### src/rtl/pattern_pkg.sv
// ============================================================================
// pattern_pkg : code constants, transmitter state encoding and ones-count helper
// Revision    : 1.0
// ============================================================================
`default_nettype none

package pattern_pkg;

    localparam logic [1:0] CODE_NONE  = 2'b00;
    localparam logic [1:0] CODE_SHORT = 2'b01;
    localparam logic [1:0] CODE_MID   = 2'b10;
    localparam logic [1:0] CODE_LONG  = 2'b11;

    localparam logic [1:0] ST_IDLE = 2'd0;
    localparam logic [1:0] ST_LEAD = 2'd1;
    localparam logic [1:0] ST_ONES = 2'd2;
    localparam logic [1:0] ST_TAIL = 2'd3;

    localparam int unsigned CNT_W = 4;

    // Number of 1s in the frame body for a given code
    function automatic logic [CNT_W-1:0] ones_for_code(
        input logic [1:0]  code,
        input int unsigned long_ones
    );
        case (code)
            CODE_SHORT: ones_for_code = CNT_W'(1);
            CODE_MID:   ones_for_code = CNT_W'(2);
            CODE_LONG:  ones_for_code = CNT_W'(long_ones);
            default:    ones_for_code = '0;
        endcase
    endfunction

endpackage

`default_nettype wire

### src/rtl/pattern_tx.sv
// ============================================================================
// pattern_tx : serial frame transmitter (0, N ones, 0) for the 2-bit detector.
//              Optional frame counter enabled by PATTERN_TX_FRAME_CNT_EN.
// Revision   : 1.0
// ============================================================================
`default_nettype none

module pattern_tx
    import pattern_pkg::*;
#(
    parameter int unsigned LONG_ONES = 3
)(
    input  logic       clk,
    input  logic       rst,
    input  logic [1:0] code,
    input  logic       start,
    output logic       ready,
    output logic       out,
    output logic       done,
    output logic       err
`ifdef PATTERN_TX_FRAME_CNT_EN
    ,
    output logic [7:0] frame_cnt
`endif
);

    logic [1:0]       r_state;
    logic [CNT_W-1:0] r_cnt;
    logic             r_out;
    logic             r_err;

    logic [1:0]       w_nxt_state;
    logic [CNT_W-1:0] w_nxt_cnt;
    logic             w_ready;
    logic             w_accept;

    assign w_ready  = (r_state == ST_IDLE) || (r_state == ST_TAIL);
    assign w_accept = start && w_ready;

    always_comb begin
        w_nxt_state = r_state;
        w_nxt_cnt   = r_cnt;
        case (r_state)
            ST_IDLE, ST_TAIL: begin
                // A code-00 request falls through to IDLE; only err reacts
                if (w_accept && (code != CODE_NONE)) begin
                    w_nxt_state = ST_LEAD;
                    w_nxt_cnt   = ones_for_code(code, LONG_ONES);
                end else begin
                    w_nxt_state = ST_IDLE;
                end
            end
            ST_LEAD: w_nxt_state = ST_ONES;
            ST_ONES: begin
                w_nxt_cnt = r_cnt - CNT_W'(1);
                if (r_cnt <= CNT_W'(1)) begin
                    w_nxt_state = ST_TAIL;
                end
            end
            default: w_nxt_state = ST_IDLE;
        endcase
    end

    always_ff @(posedge clk) begin
        if (!rst) begin
            r_state <= ST_IDLE;
            r_cnt   <= '0;
            r_out   <= 1'b0;
            r_err   <= 1'b0;
        end else begin
            r_state <= w_nxt_state;
            r_cnt   <= w_nxt_cnt;
            r_out   <= (w_nxt_state == ST_ONES);
            r_err   <= w_accept && (code == CODE_NONE);
        end
    end

    assign ready = w_ready;
    assign out   = r_out;
    assign done  = (r_state == ST_TAIL);
    assign err   = r_err;

`ifdef PATTERN_TX_FRAME_CNT_EN
    logic [7:0] r_frame_cnt;

    always_ff @(posedge clk) begin
        if (!rst) begin
            r_frame_cnt <= '0;
        end else if (r_state == ST_TAIL) begin
            r_frame_cnt <= r_frame_cnt + 8'd1;
        end
    end

    assign frame_cnt = r_frame_cnt;
`endif

endmodule

`default_nettype wire

### config.mk
export PLATFORM = sky130hd
export DESIGN_NAME = pattern_tx
export DESIGN_NICKNAME = d
export VERILOG_FILES = /design/src/rtl/pattern_pkg.sv /design/src/rtl/pattern_tx.sv
export SDC_FILE = /design/constraint.sdc
export NUM_CORES = 1
export LEC_CHECK = 0
export CORE_AREA = 2 2 39 41
export CTS_CLUSTER_SIZE = 20
export DETAILED_ROUTE_END_ITERATION = 16
export DIE_AREA = 0 0 41 43
export PLACE_DENSITY = 0.68
export SETUP_SLACK_MARGIN = 0.5
export SYNTH_ARGS = -nofsm -noshare
export SYNTH_HDL_FRONTEND = slang
export SYNTH_SLANG_ARGS = --single-unit
### constraint.sdc
create_clock -name clk -period 3.4 [get_ports clk]
set_clock_uncertainty 0.15 [all_clocks]
set_input_delay 0.68 -clock clk [delete_from_list [all_inputs] [get_ports clk]]
set_output_delay 0.68 -clock clk [all_outputs]
set_load 0.03 [all_outputs]
-- Word-level counts from Yosys, hierarchy flattened
Cells that the tools add are included.
- $add $sub $neg: 1
- multiply operators: 0
- divide/modulo/power cells: 0
- order comparisons: 1
- eq/ne operators: 8
- shift-type cells: 0
- mux-type cells: 6
- bitwise operators: 0
- reduce and logical (&&, ||, !) cells: 10
- operator list (kind ; number):
    $pmux 2 s3 ; 2
    $eq 2x2->1 const B ; 5
    $pmux 4 s2 ; 1
    $eq 2x1->1 const B ; 2
    $le 4x1->1 const B ; 1
    $logic_not 2->1 ; 2
    $mux 4 ; 1
    $reduce_bool 2->1 ; 2
    $sub 4x1->4 const B ; 1
    $logic_and 1x1->1 ; 3
    $mux 2 ; 1
    $ne 2x2->1 const B ; 1
    $reduce_and 2->1 ; 1
    $reduce_or 2->1 ; 1
    $logic_or 1x1->1 ; 1
    $mux 1 ; 1
- register bits after elaboration: 8
- bits in latches: 0
- bits in writable memories: 0
- ROM bits: 0
- bits of input ports: 5
- output and inout port bits: 4
- memories: 0

-- Longest topological paths before layout
- depth after elaboration: 7
- gate-level depth with buffers: 7

-- Worst setup path before layout
No wires, ideal clock.
- path kind: reg2reg
- from: reg r_state[0]
- to: reg r_cnt[0]
- library setup time: 126 ps
- arrival time: 1424 ps
- required time: 3124 ps
- setup slack: 1701 ps
- cell stages (with the launch flop): 7
- buffers on the path: 1
- path through: dfxtp_1 > inv_1 > ha_1 > buf_6 > a22o_1 > a211oi_1 > a211oi_1
- word-level cells in the longest chain between the ends: 6
- ends and longest elaborated chain (item ; line ; source):
    from (decl) ; pattern_tx.sv:27 ; logic [1:0] r_state;
    from (signal assigned) ; pattern_tx.sv:71 ; r_state <= w_nxt_state;
    $eq 2x2->1 / $logic_not 2->1 (equally long branches) ; pattern_tx.sv:37 ; assign w_ready = (r_state == ST_IDLE) || (r_state == ST_TAIL);
    $logic_or 1x1->1 * ; pattern_tx.sv:37 ;
    net ready ; pattern_tx.sv:17 ; output logic ready,
    $logic_and 1x1->1 * ; pattern_tx.sv:38 ; assign w_accept = start && w_ready;
    $logic_and 1x1->1 * ; pattern_tx.sv:46 ; if (w_accept && (code != CODE_NONE)) begin
    $ne 2x2->1 (no line) * ; - ;
    $reduce_and 2->1 (no line) * ; - ;
    to (signal assigned) ; pattern_tx.sv:72 ; r_cnt <= w_nxt_cnt;
    to (decl) ; pattern_tx.sv:28 ; logic [CNT_W-1:0] r_cnt;
Mark *: on every way through the listed nets, which the timed path passes. The rest lies on a longest branch.
A chain may end at the register's enable or synchronous reset.

-- Worst setup path after layout
- from: reg r_state[0]
- to: out ready
- word-level cells in the longest chain between the ends: 2
- ends and longest elaborated chain (item ; line):
    $eq 2x2->1 / $logic_not 2->1 (equally long branches) ; pattern_tx.sv:37
    $logic_or 1x1->1 * ; pattern_tx.sv:37
    to (decl) ; pattern_tx.sv:17
Mark *: on every way between the ends. The rest lies on a longest branch, timed or not.

==> metrics.yaml <==
status:
  status: "complete, no violations"
min_path:
  hold_path_class: "flop to flop"
  hp-start: "r_cnt[1]"
power:
  comb_power_share_pct: 30.3
  power_switching_share_pct: 32.1
  power.switching_uw: 83.5
  clkPwrFrac_pct: 28.0
  total_power_uw: 260
  peakVddDrop_mv: 0.162
  pwr_density_cell_nw_per_um2: 468
  p_leak_nw: 0.219
  intPower_uw: 177
  seq_power_share_pct: 41.7
synthesis:
  synth_nets: 61
  async_reset_ff_share_pct: 0
  synth_top_area_share_pct: 35.1
  synthCells: 52
  yosysSeqAreaShare_pct: 35.1
  syn-cell-area_um2: 457
  synth_area_leaders: "dfxtp_1, ha_1, buf_6"
  synth.largest_area_cell: "dfxtp_1"
  avgSynthCellArea_um2: 8.78
  synth_top_flop_cell: "dfxtp_1"
  synth_edf_count: 0
  synth_warnings: 0
  yosys.cell_count.top_type: "dfxtp_1"
  synth_seq_cells: 8
  ys_types: 24
  synthTopCellsByCount: "dfxtp_1, inv_1, nand2_1"
sta:
  period_minus_slack_ps: 2730
  tns_ps: 0
  setup_viol: 0
  drv_slew: 0
  worst_pin_slew_ps: 366
  final_hold_viol_count: 0
  post-route-period-util_pct: 80.2
  rsz0062_at_grt: "false"
  max_freq_ghz: 0.367
  relSlewSlack_pct: 75.6
placed_design:
  place_area_um2: 534
  placed_cells: 74
  place_congestion: 0.702
  place_hpwl_um: 655
  port_buffers: 8
routing:
  m1WireLength_um: 428
  drtPass1Iterations: 4
  routed-wl-met3_um: 41
  drt_iter0_drc: 7
  route.detailed.drc: 0
  routed-wl-met2_um: 388
  antenna_left: 0
  vias_per_cell: 5.31
  dr_total_vias: 409
  wl_per_cell_um: 11.5
  routed_wl_um: 883
  top_layer: "met4"
job:
  timing.max_cap.violations: 0
global_route:
  antenna_found_initial: 0
  grt_pass1_wl_um: 1520
  grt_max_degree: 11
  grt_usage_pct: 13.3
  grt_pass1_vias: 335
  grt-ovfl-total: 0
floorplan:
  dieArea_um2: 1760
  die_h_um: 43
  design.core.area_um2: 1380
  die_x_um: 41
  start_util_pct: 33.0
  rows: 14
  io_pins: 9
cts:
  clk_latency_ps: 250
  cts_hold_buf: 0
  cts.path.max_buffers: 2
  clock_sink_count: 8
  cts_max_level: 1
  post_cts_buffers: 0
  cts.repair.resized: 0
  cts_root_buf: "clkbuf_4"
  clk_pin_slew_ps: 50
  cts_buffers: 3
  cts_tree: "built"
finish:
  n_fill_cell: 144
  drive_above_1_share_pct: 9.84
  stdcell_count: 77
  final_area_um2: 557
  layout-area-overhead-vs-synth_pct: 21.9
  nNetsFinal: 72
  n_antenna_cell: 0
critical_path:
  cpMaxStageDelayCell: "clkdlybuf4s50_1"
  critPathKind: "flop to output port"
  critPathLaunch: "r_state[0]"
  r2r_start: "r_state[0]"
  crit_required_ps: 2570
  max_stage_delay_ps: 740
  crit_path_max_fanout: 10
  critPathCaptureType: "output port"
  cp-start-kind: "flop"
  arrival_ps: 1900
  cp_cell_sequence: "inv_1 -> ha_1 -> clkdlybuf4s50_1"
[layout by cell type, fill, tap and decap left out]
cell,synthesis,routed
nor4_1,1,1
o21a_1,1,1
nand2_2,1,1
o21ai_0,1,1
o221ai_1,1,1
dfxtp_1,8,8
nand3b_1,1,1
a21o_1,1,1
ha_1,4,4
nand4b_1,2,2
nand3_1,2,2
nor2_1,3,3
clkdlybuf4s50_1,0,8
a211oi_1,2,2
nor3_1,2,2
o211ai_2,1,1
o21ai_1,1,1
nand2b_1,1,1
nor2b_4,1,1
a31oi_1,2,2
inv_1,5,5
clkbuf_4,0,3
a21oi_1,3,3
nand2_1,5,5
a22o_1,1,1
[final cells by class]
type                       count  area, µm²  share of cell area (%)
multi-input combinational     37        255                    45.8
inverter                       5       18.8                    3.37
timing repair buffer           8       80.1                    14.4
clock buffer                   3       22.5                    4.04
sequential                     8        160                    28.8
tap                           16       20.0                    3.60
[worst max-delay path: cells and delay by family (launching register included)]
family	cells	cell delay (ps)
fa+ha+maj	1	510
flops	1	330
buf+inv	2	800
[cells by family (layout without fill, tap and decap cells)]
family	count (synthesis)	after routing	share of synthesized area, %
buffers and inverters	7	16	9.04
AOI/OAI and AO/OA	14	14	21.4
DFF	8	8	35.1
adders and majority gates	4	4	11.0
and+or+nand+nor	19	19	23.6
[sequential cells by signal (all words and copies together) (netlist names)]
name	count
err	1
out	1
r_cnt	4
r_state	2
[per-layer routing]
layer / vias to the layer above / track usage, %
li1: 203 / -
met1: 189 / 18.3
met2: 13 / 15.3
met3: 4 / 4.71
met4: 0 / 12.0
met5: - / 0
[power groups by stage]
stage,clock network [mW],logic [mW],registers (mW)
after global routing,0.0828,0.0880,0.110
after CTS,0.0772,0.0795,0.108
final,0.0729,0.0789,0.109
after floorplan,0,0.0588,0.113
after global placement,0,0.0780,0.110
after detailed placement,0,0.0790,0.110
[worst paths after layout]
kind	endpoint	cells past startpoint	slack [ps]
min reg2reg	r_cnt[1]	2	340
max	ready	3	670
min	r_cnt[1]	2	340
max reg2reg	r_cnt[3]	6	1640
[metrics by stage]
| step | utilization (%) | setup slack [ps] | hold slack, ps |
|---|---|---|---|
| after global placement | 38.6 | 984 | 325 |
| after detailed placement | 38.6 | 945 | 328 |
| after global routing | 40.2 | 551 | 370 |
| after floorplan | - | 1700 | 307 |
| after CTS | 40.2 | 657 | 337 |
| final | 40.2 | 674 | 337 |
No activity file was read; power rests on OpenSTA's default activity.
